<file path="src/rtl/mc_ctrl_fsm.sv">
// Multi-cycle control sequencer for the RV32I datapath.
// Walks each instruction through FETCH/DECODE/EXECUTE/[MEM/WB]/COMMIT and
// drives the datapath strobes and mux selects from the current state and the
// instruction class latched at the end of DECODE. Data-memory accesses wait
// for dmem_ready and trap after MEM_TIMEOUT idle cycles; TRAP is absorbing
// until reset.
// Optional build macro CTRL_PERF_CNT_EN adds the cycle_cnt / retire_cnt
// performance counters (width CNT_W).

module mc_ctrl_fsm #(
`ifdef CTRL_PERF_CNT_EN
  parameter int unsigned CNT_W       = 32,
`endif
  parameter int unsigned MEM_TIMEOUT = 16
) (
  input  logic        clk,
  input  logic        rst,
  input  logic [31:0] instr_code,
  input  logic        dmem_ready,
  output logic        pcen,
  output logic        regFileWe,
  output logic [3:0]  alucode,
  output logic [2:0]  Lcode,
  output logic [2:0]  wdSrcMuxSel,
  output logic        aluSrcMuxSel,
  output logic [1:0]  pcSrcMuxSel,
  output logic        dataWe,
  output logic        dataRe,
  output logic        illegal,
  output logic [2:0]  state_o
`ifdef CTRL_PERF_CNT_EN
  ,
  output logic [CNT_W-1:0] cycle_cnt,
  output logic [CNT_W-1:0] retire_cnt
`endif
);

  // RV32I major opcodes
  localparam logic [6:0] OpcR     = 7'b0110011;
  localparam logic [6:0] OpcI     = 7'b0010011;
  localparam logic [6:0] OpcL     = 7'b0000011;
  localparam logic [6:0] OpcS     = 7'b0100011;
  localparam logic [6:0] OpcB     = 7'b1100011;
  localparam logic [6:0] OpcLui   = 7'b0110111;
  localparam logic [6:0] OpcAuipc = 7'b0010111;
  localparam logic [6:0] OpcJal   = 7'b1101111;
  localparam logic [6:0] OpcJalr  = 7'b1100111;

  // ALU code for plain addition ({funct7[5], funct3} of ADD)
  localparam logic [3:0] AluAdd = 4'b0000;

  // MEM wait limit, 8 bits covers the legal 1..255 range
  localparam logic [7:0] TmoLimit = 8'(MEM_TIMEOUT);

  typedef enum logic [2:0] {
    StFetch   = 3'd0,
    StDecode  = 3'd1,
    StExecute = 3'd2,
    StMem     = 3'd3,
    StWb      = 3'd4,
    StCommit  = 3'd5,
    StTrap    = 3'd6
  } state_e;

  typedef enum logic [3:0] {
    OpR, OpI, OpL, OpS, OpB, OpLui, OpAuipc, OpJal, OpJalr, OpBad
  } op_e;

  state_e     state_q, state_d;
  op_e        op_q, dec_op;
  logic [2:0] f3_q;
  logic       f7b5_q;
  logic [7:0] tmo_q, tmo_d;
  logic       illegal_q;

  // Decoded per-class controls, derived from the latched instruction
  logic       is_load, is_store, does_write, alu_src;
  logic [2:0] wd_sel;
  logic [1:0] pc_src;
  logic [3:0] alu_code;

  // Only opcode, funct3 and funct7[5] steer control; the rest is datapath
  logic unused_instr_bits;
  assign unused_instr_bits = ^{instr_code[31], instr_code[29:15], instr_code[11:7]};

  // Map the raw opcode onto an instruction class
  always_comb begin
    dec_op = OpBad;
    case (instr_code[6:0])
      OpcR:     dec_op = OpR;
      OpcI:     dec_op = OpI;
      OpcL:     dec_op = OpL;
      OpcS:     dec_op = OpS;
      OpcB:     dec_op = OpB;
      OpcLui:   dec_op = OpLui;
      OpcAuipc: dec_op = OpAuipc;
      OpcJal:   dec_op = OpJal;
      OpcJalr:  dec_op = OpJalr;
      default:  dec_op = OpBad;
    endcase
  end

  // Per-class datapath controls used from EXECUTE onwards
  always_comb begin
    is_load    = (op_q == OpL);
    is_store   = (op_q == OpS);
    does_write = 1'b0;
    alu_src    = 1'b0;
    wd_sel     = 3'd0;
    pc_src     = 2'd0;
    alu_code   = AluAdd;
    case (op_q)
      OpR: begin
        does_write = 1'b1;
        alu_code   = {f7b5_q, f3_q};
      end
      OpI: begin
        does_write = 1'b1;
        alu_src    = 1'b1;
        // funct7[5] only distinguishes SRAI from SRLI; elsewhere it is immediate bits
        alu_code   = (f3_q == 3'b101) ? {f7b5_q, f3_q} : {1'b0, f3_q};
      end
      OpL, OpS: alu_src = 1'b1;
      OpB: pc_src = 2'd1;
      OpLui: begin
        does_write = 1'b1;
        wd_sel     = 3'd2;
      end
      OpAuipc: begin
        does_write = 1'b1;
        wd_sel     = 3'd3;
        pc_src     = 2'd1;
      end
      OpJal: begin
        does_write = 1'b1;
        wd_sel     = 3'd4;
        pc_src     = 2'd2;
      end
      OpJalr: begin
        does_write = 1'b1;
        alu_src    = 1'b1;
        wd_sel     = 3'd4;
        pc_src     = 2'd2;
      end
      default: ;
    endcase
  end

  // Next-state and MEM timeout counter
  always_comb begin
    state_d = state_q;
    tmo_d   = 8'd0;
    unique case (state_q)
      StFetch:   state_d = StDecode;
      StDecode:  state_d = (dec_op == OpBad) ? StTrap : StExecute;
      StExecute: state_d = (is_load || is_store) ? StMem : StCommit;
      StMem: begin
        if (dmem_ready) begin
          state_d = is_load ? StWb : StCommit;
        end else if (tmo_q + 8'd1 == TmoLimit) begin
          state_d = StTrap;
        end else begin
          tmo_d = tmo_q + 8'd1;
        end
      end
      StWb:      state_d = StCommit;
      StCommit:  state_d = StFetch;
      StTrap:    state_d = StTrap;
      default:   state_d = StTrap;
    endcase
  end

  // State, latched instruction class, timeout counter and sticky trap flag
  always_ff @(posedge clk or negedge rst) begin
    if (!rst) begin
      state_q   <= StFetch;
      op_q      <= OpBad;
      f3_q      <= 3'd0;
      f7b5_q    <= 1'b0;
      tmo_q     <= 8'd0;
      illegal_q <= 1'b0;
    end else begin
      state_q <= state_d;
      tmo_q   <= tmo_d;
      if (state_q == StDecode) begin
        op_q   <= dec_op;
        f3_q   <= instr_code[14:12];
        f7b5_q <= instr_code[30];
      end
      if (state_d == StTrap) begin
        illegal_q <= 1'b1;
      end
    end
  end

  // Datapath strobes and selects, purely from the current state
  always_comb begin
    pcen         = 1'b0;
    regFileWe    = 1'b0;
    alucode      = 4'd0;
    Lcode        = 3'd0;
    wdSrcMuxSel  = 3'd0;
    aluSrcMuxSel = 1'b0;
    pcSrcMuxSel  = 2'd0;
    dataWe       = 1'b0;
    dataRe       = 1'b0;
    unique case (state_q)
      StExecute: begin
        alucode      = alu_code;
        aluSrcMuxSel = alu_src;
        pcSrcMuxSel  = pc_src;
        if (does_write) begin
          regFileWe   = 1'b1;
          wdSrcMuxSel = wd_sel;
        end
      end
      StMem: begin
        alucode      = alu_code;
        aluSrcMuxSel = alu_src;
        pcSrcMuxSel  = pc_src;
        Lcode        = f3_q;
        dataRe       = is_load;
        dataWe       = is_store;
      end
      StWb: begin
        alucode      = alu_code;
        aluSrcMuxSel = alu_src;
        pcSrcMuxSel  = pc_src;
        Lcode        = f3_q;
        regFileWe    = 1'b1;
        wdSrcMuxSel  = 3'd1;
      end
      StCommit: begin
        // Select was already stable through EXECUTE..WB, so PC loads a settled value
        pcSrcMuxSel = pc_src;
        pcen        = 1'b1;
      end
      default: ;
    endcase
  end

  assign illegal = illegal_q;
  assign state_o = state_q;

`ifdef CTRL_PERF_CNT_EN
  logic [CNT_W-1:0] cycle_q, retire_q;

  // Free-running cycle count (frozen in TRAP) and retired-instruction count
  always_ff @(posedge clk or negedge rst) begin
    if (!rst) begin
      cycle_q  <= '0;
      retire_q <= '0;
    end else begin
      if (state_q != StTrap) begin
        cycle_q <= cycle_q + CNT_W'(1);
      end
      if (state_q == StCommit) begin
        retire_q <= retire_q + CNT_W'(1);
      end
    end
  end

  assign cycle_cnt  = cycle_q;
  assign retire_cnt = retire_q;
`endif

endmodule

</file>
<file path="config.mk">
export PLATFORM = sky130hd
export DESIGN_NAME = mc_ctrl_fsm
export DESIGN_NICKNAME = d
export VERILOG_FILES = /design/src/rtl/mc_ctrl_fsm.sv
export SDC_FILE = /design/constraint.sdc
export NUM_CORES = 1
export LEC_CHECK = 0
export ABC_CLOCK_PERIOD_IN_PS = 5120
export CAP_MARGIN = 20
export CORE_AREA = 2 2 56 58
export CTS_BUF_LIST = sky130_fd_sc_hd__clkbuf_4
export DETAILED_ROUTE_END_ITERATION = 6
export DIE_AREA = 0 0 58 60
export HOLD_SLACK_MARGIN = 0.12
export PLACE_DENSITY = 0.84
export SLEW_MARGIN = 20
export SYNTH_ARGS = -nofsm -noshare
export SYNTH_HDL_FRONTEND = slang
export SYNTH_SLANG_ARGS = --single-unit
</file>
<file path="constraint.sdc">
create_clock -name clk -period 5.12 [get_ports clk]
set_input_delay 0.768 -clock clk [delete_from_list [all_inputs] [get_ports clk]]
set_output_delay 0.768 -clock clk [all_outputs]
set_load 0.02 [all_outputs]
</file>
==> metrics <==
internal reg-to-reg setup slack 3080 ps; Buf+Inv Stages, Crit Path 1; row count 20; PostCTS Resize Cnt 0; Final Setup Violations 0; postcts setup bufs 0; asr flop ratio synth 1.00; Routed WL per cell 14.5 microns; CTS tree yes; RSZ-0062 raised after global routing no; Pre-antenna DRT Iters 5; HPWL Detailed approximately 2.4 mm; placed cell count 213; commonest non-fill, non-tap cells in the layout clkdlybuf4s50_1 (34), dfrtp_1 (18), nor2_1 (17); library cells used by synthesis 45; core region area 2900 sq um; vias 1248; die area 3480 sq um; crit path kind reg2out; # nets final around 220; clock skew approximately 4.7 ps; prevailing post-synth register cell dfrtp_1; PortBufs 34; syn_area_per_cell 8.65 sq um; Netlist Area Pre-Place 1310 sq um; worst-margin pin slew ~900 ps; area grow syn2layout 30.4%; multi-input logic area 736 sq um; leading cell type in the layout, fill and taps excluded clkdlybuf4s50_1; clock latency on the worst-skew pair 310 ps; Hold Vio Cnt, Final 0; status complete, no violations; endpoint class of the critical path primary output; R2R depth 5; worst min path class reg2reg; setup tns final 0 ps; total of max-cap violations 0; DIE HEIGHT 60 microns; reg2reg end illegal$_DFFE_PN0N_; minimum clock period roughly 3600 ps; f_max 281 MHz; Non-Filler Instances 217; first-pass GRT wire length 5.18 mm; crit-path leading delay family simple AND/OR/NAND/NOR gates; TritonCTS Sinks 20; Root Buffer clkbuf_4; EDFF count, synth 0; post-route ant nets 0; crit path max fanout 9; clock tree buffer depth 2; drt total wl 3.15 mm; vias in the first global route 1244; peak supply drop 0.175 mV; period utilization 0.695; slowest CP cell clkdlybuf4s50_1; fraction of final layout cells sized beyond drive strength 1 0.0870; stages on the worst setup path 5; DRC 0; Syn Inst Count 151; Vias/cell 5.75; Initial Util 0.450; number of buffers created by CTS 3; Critical Path AT 2790 ps; Max Slew Vio Count 0; worst reg2reg startpoint state_o[0]$_DFF_PN0_; required time worst endpoint 4350 ps; PD cells roughly 180 nW/um^2; gp weighted congestion between 0.8 and 0.9; post-synthesis sequential area ratio 0.385; largest net degree at the start of global routing 21; delay of the slowest critical-path stage 600 ps; diode count 0; hold_buf cts 0; max_slew headroom 0.399; H-tree depth 1; Ys Warns 0; critical path startpoint category flop; Crit. Startpoint state_o[0]$_DFF_PN0_; I/O pin count 56; Die Width 58 microns; register area 503 sq um; Yosys reg bits 20; syn_nets 189; GRT overflow 0; crit path capture alucode[3]; reported leakage power 0.755 nW; gr usage total 0.195; Hold Slack 515 ps; DR iter-0 viols 85; Fillers 275; clock input transition at the sequential cells of the worst setup and hold paths 120 ps; crit-path cells nor3b_1 > o21ai_0 > nor3_1 > and3_1 > clkdlybuf4s50_1; initial antenna violation count 0
worst min path at each step:
stage                  startpoint            endpoint  slack, ps  cells after the start
2_1_floorplan  tmo_q[0]$_DFF_PN0_  tmo_q[0]$_DFF_PN0_        460                      1
3_3_place_gp   f7b5_q$_DFFE_PN0P_  f7b5_q$_DFFE_PN0P_        480                      1
3_5_place_dp   f7b5_q$_DFFE_PN0P_  f7b5_q$_DFFE_PN0P_        500                      1
4_1_cts        tmo_q[0]$_DFF_PN0_  tmo_q[0]$_DFF_PN0_        510                      1
5_1_grt        tmo_q[0]$_DFF_PN0_  tmo_q[0]$_DFF_PN0_        530                      1
6_report       tmo_q[0]$_DFF_PN0_  tmo_q[0]$_DFF_PN0_        520                      1
synthesized netlist by cell type, types with 2 or more instances:
library cell,n,area share
buf_4,3,0.017
xor2_1,3,0.020
nor3_1,8,0.031
o211ai_1,2,0.011
and2_1,7,0.034
a21oi_1,7,0.027
mux2_2,4,0.034
xnor2_1,4,0.027
a21o_1,3,0.017
nand2_1,13,0.037
ha_1,3,0.029
nor3b_1,2,0.011
dfrtp_1,18,0.34
nand3b_1,2,0.011
nor2_1,17,0.049
o31ai_1,3,0.017
o21ai_0,11,0.042
or3_1,2,0.0096
dfstp_2,2,0.040
nand3_1,6,0.023
inv_1,7,0.020
cell type report:
type | instances | share of cell area
flip-flops and latches | 20 | 0.295
clock inverters | 1 | 0.0176
repair buffers | 34 | 0.200
clock buffers | 3 | 0.0132
inverters | 8 | 0.0176
multi-input cells | 118 | 0.432
well taps | 33 | 0.0242
flip-flops by register name (all words and copies together), names as in the netlist:
name	flops
f3_q	3
f7b5_q	1
illegal	1
op_q	4
state_o	3
tmo_q	8
through the flow:
stage | area, sq um | setup WS [ps] | utilization | total power, W
3_5_place_dp | 1650 | 1930 | 0.569 | 0.000184
4_1_cts | 1700 | 1580 | 0.587 | 0.000313
3_3_place_gp | 1650 | 1970 | 0.569 | 0.000182
5_1_grt | 1700 | 1280 | 0.587 | 0.000325
6_report | 1700 | 1560 | 0.587 | 0.000311
2_1_floorplan | 1310 | 2690 | - | 0.000166
report_power, final:
group	internal [W]	switching, W
logic	0.0000117	0.0000113
registers	0.000158	0
clock network	0.0000792	0.0000507
per-layer routing:
metal	part of all wire	wire length [microns]	global-route usage
met1	0.39	1220	0.215
met2	0.53	1670	0.359
met3	0.061	193	0.0541
met4	0.018	57	0.0698
met5	0	0	0
cell families (layout without fill, tap and decap cells):
group	after synthesis	count (layout)	synth area share
simple gates	70	70	0.287
xor+xnor	7	7	0.0469
compound gates	33	33	0.158
fa+ha+maj	3	3	0.0287
mux	5	5	0.0421
buf+inv	13	46	0.0517
flops	20	20	0.385
Power figures use the tool's default switching activity.
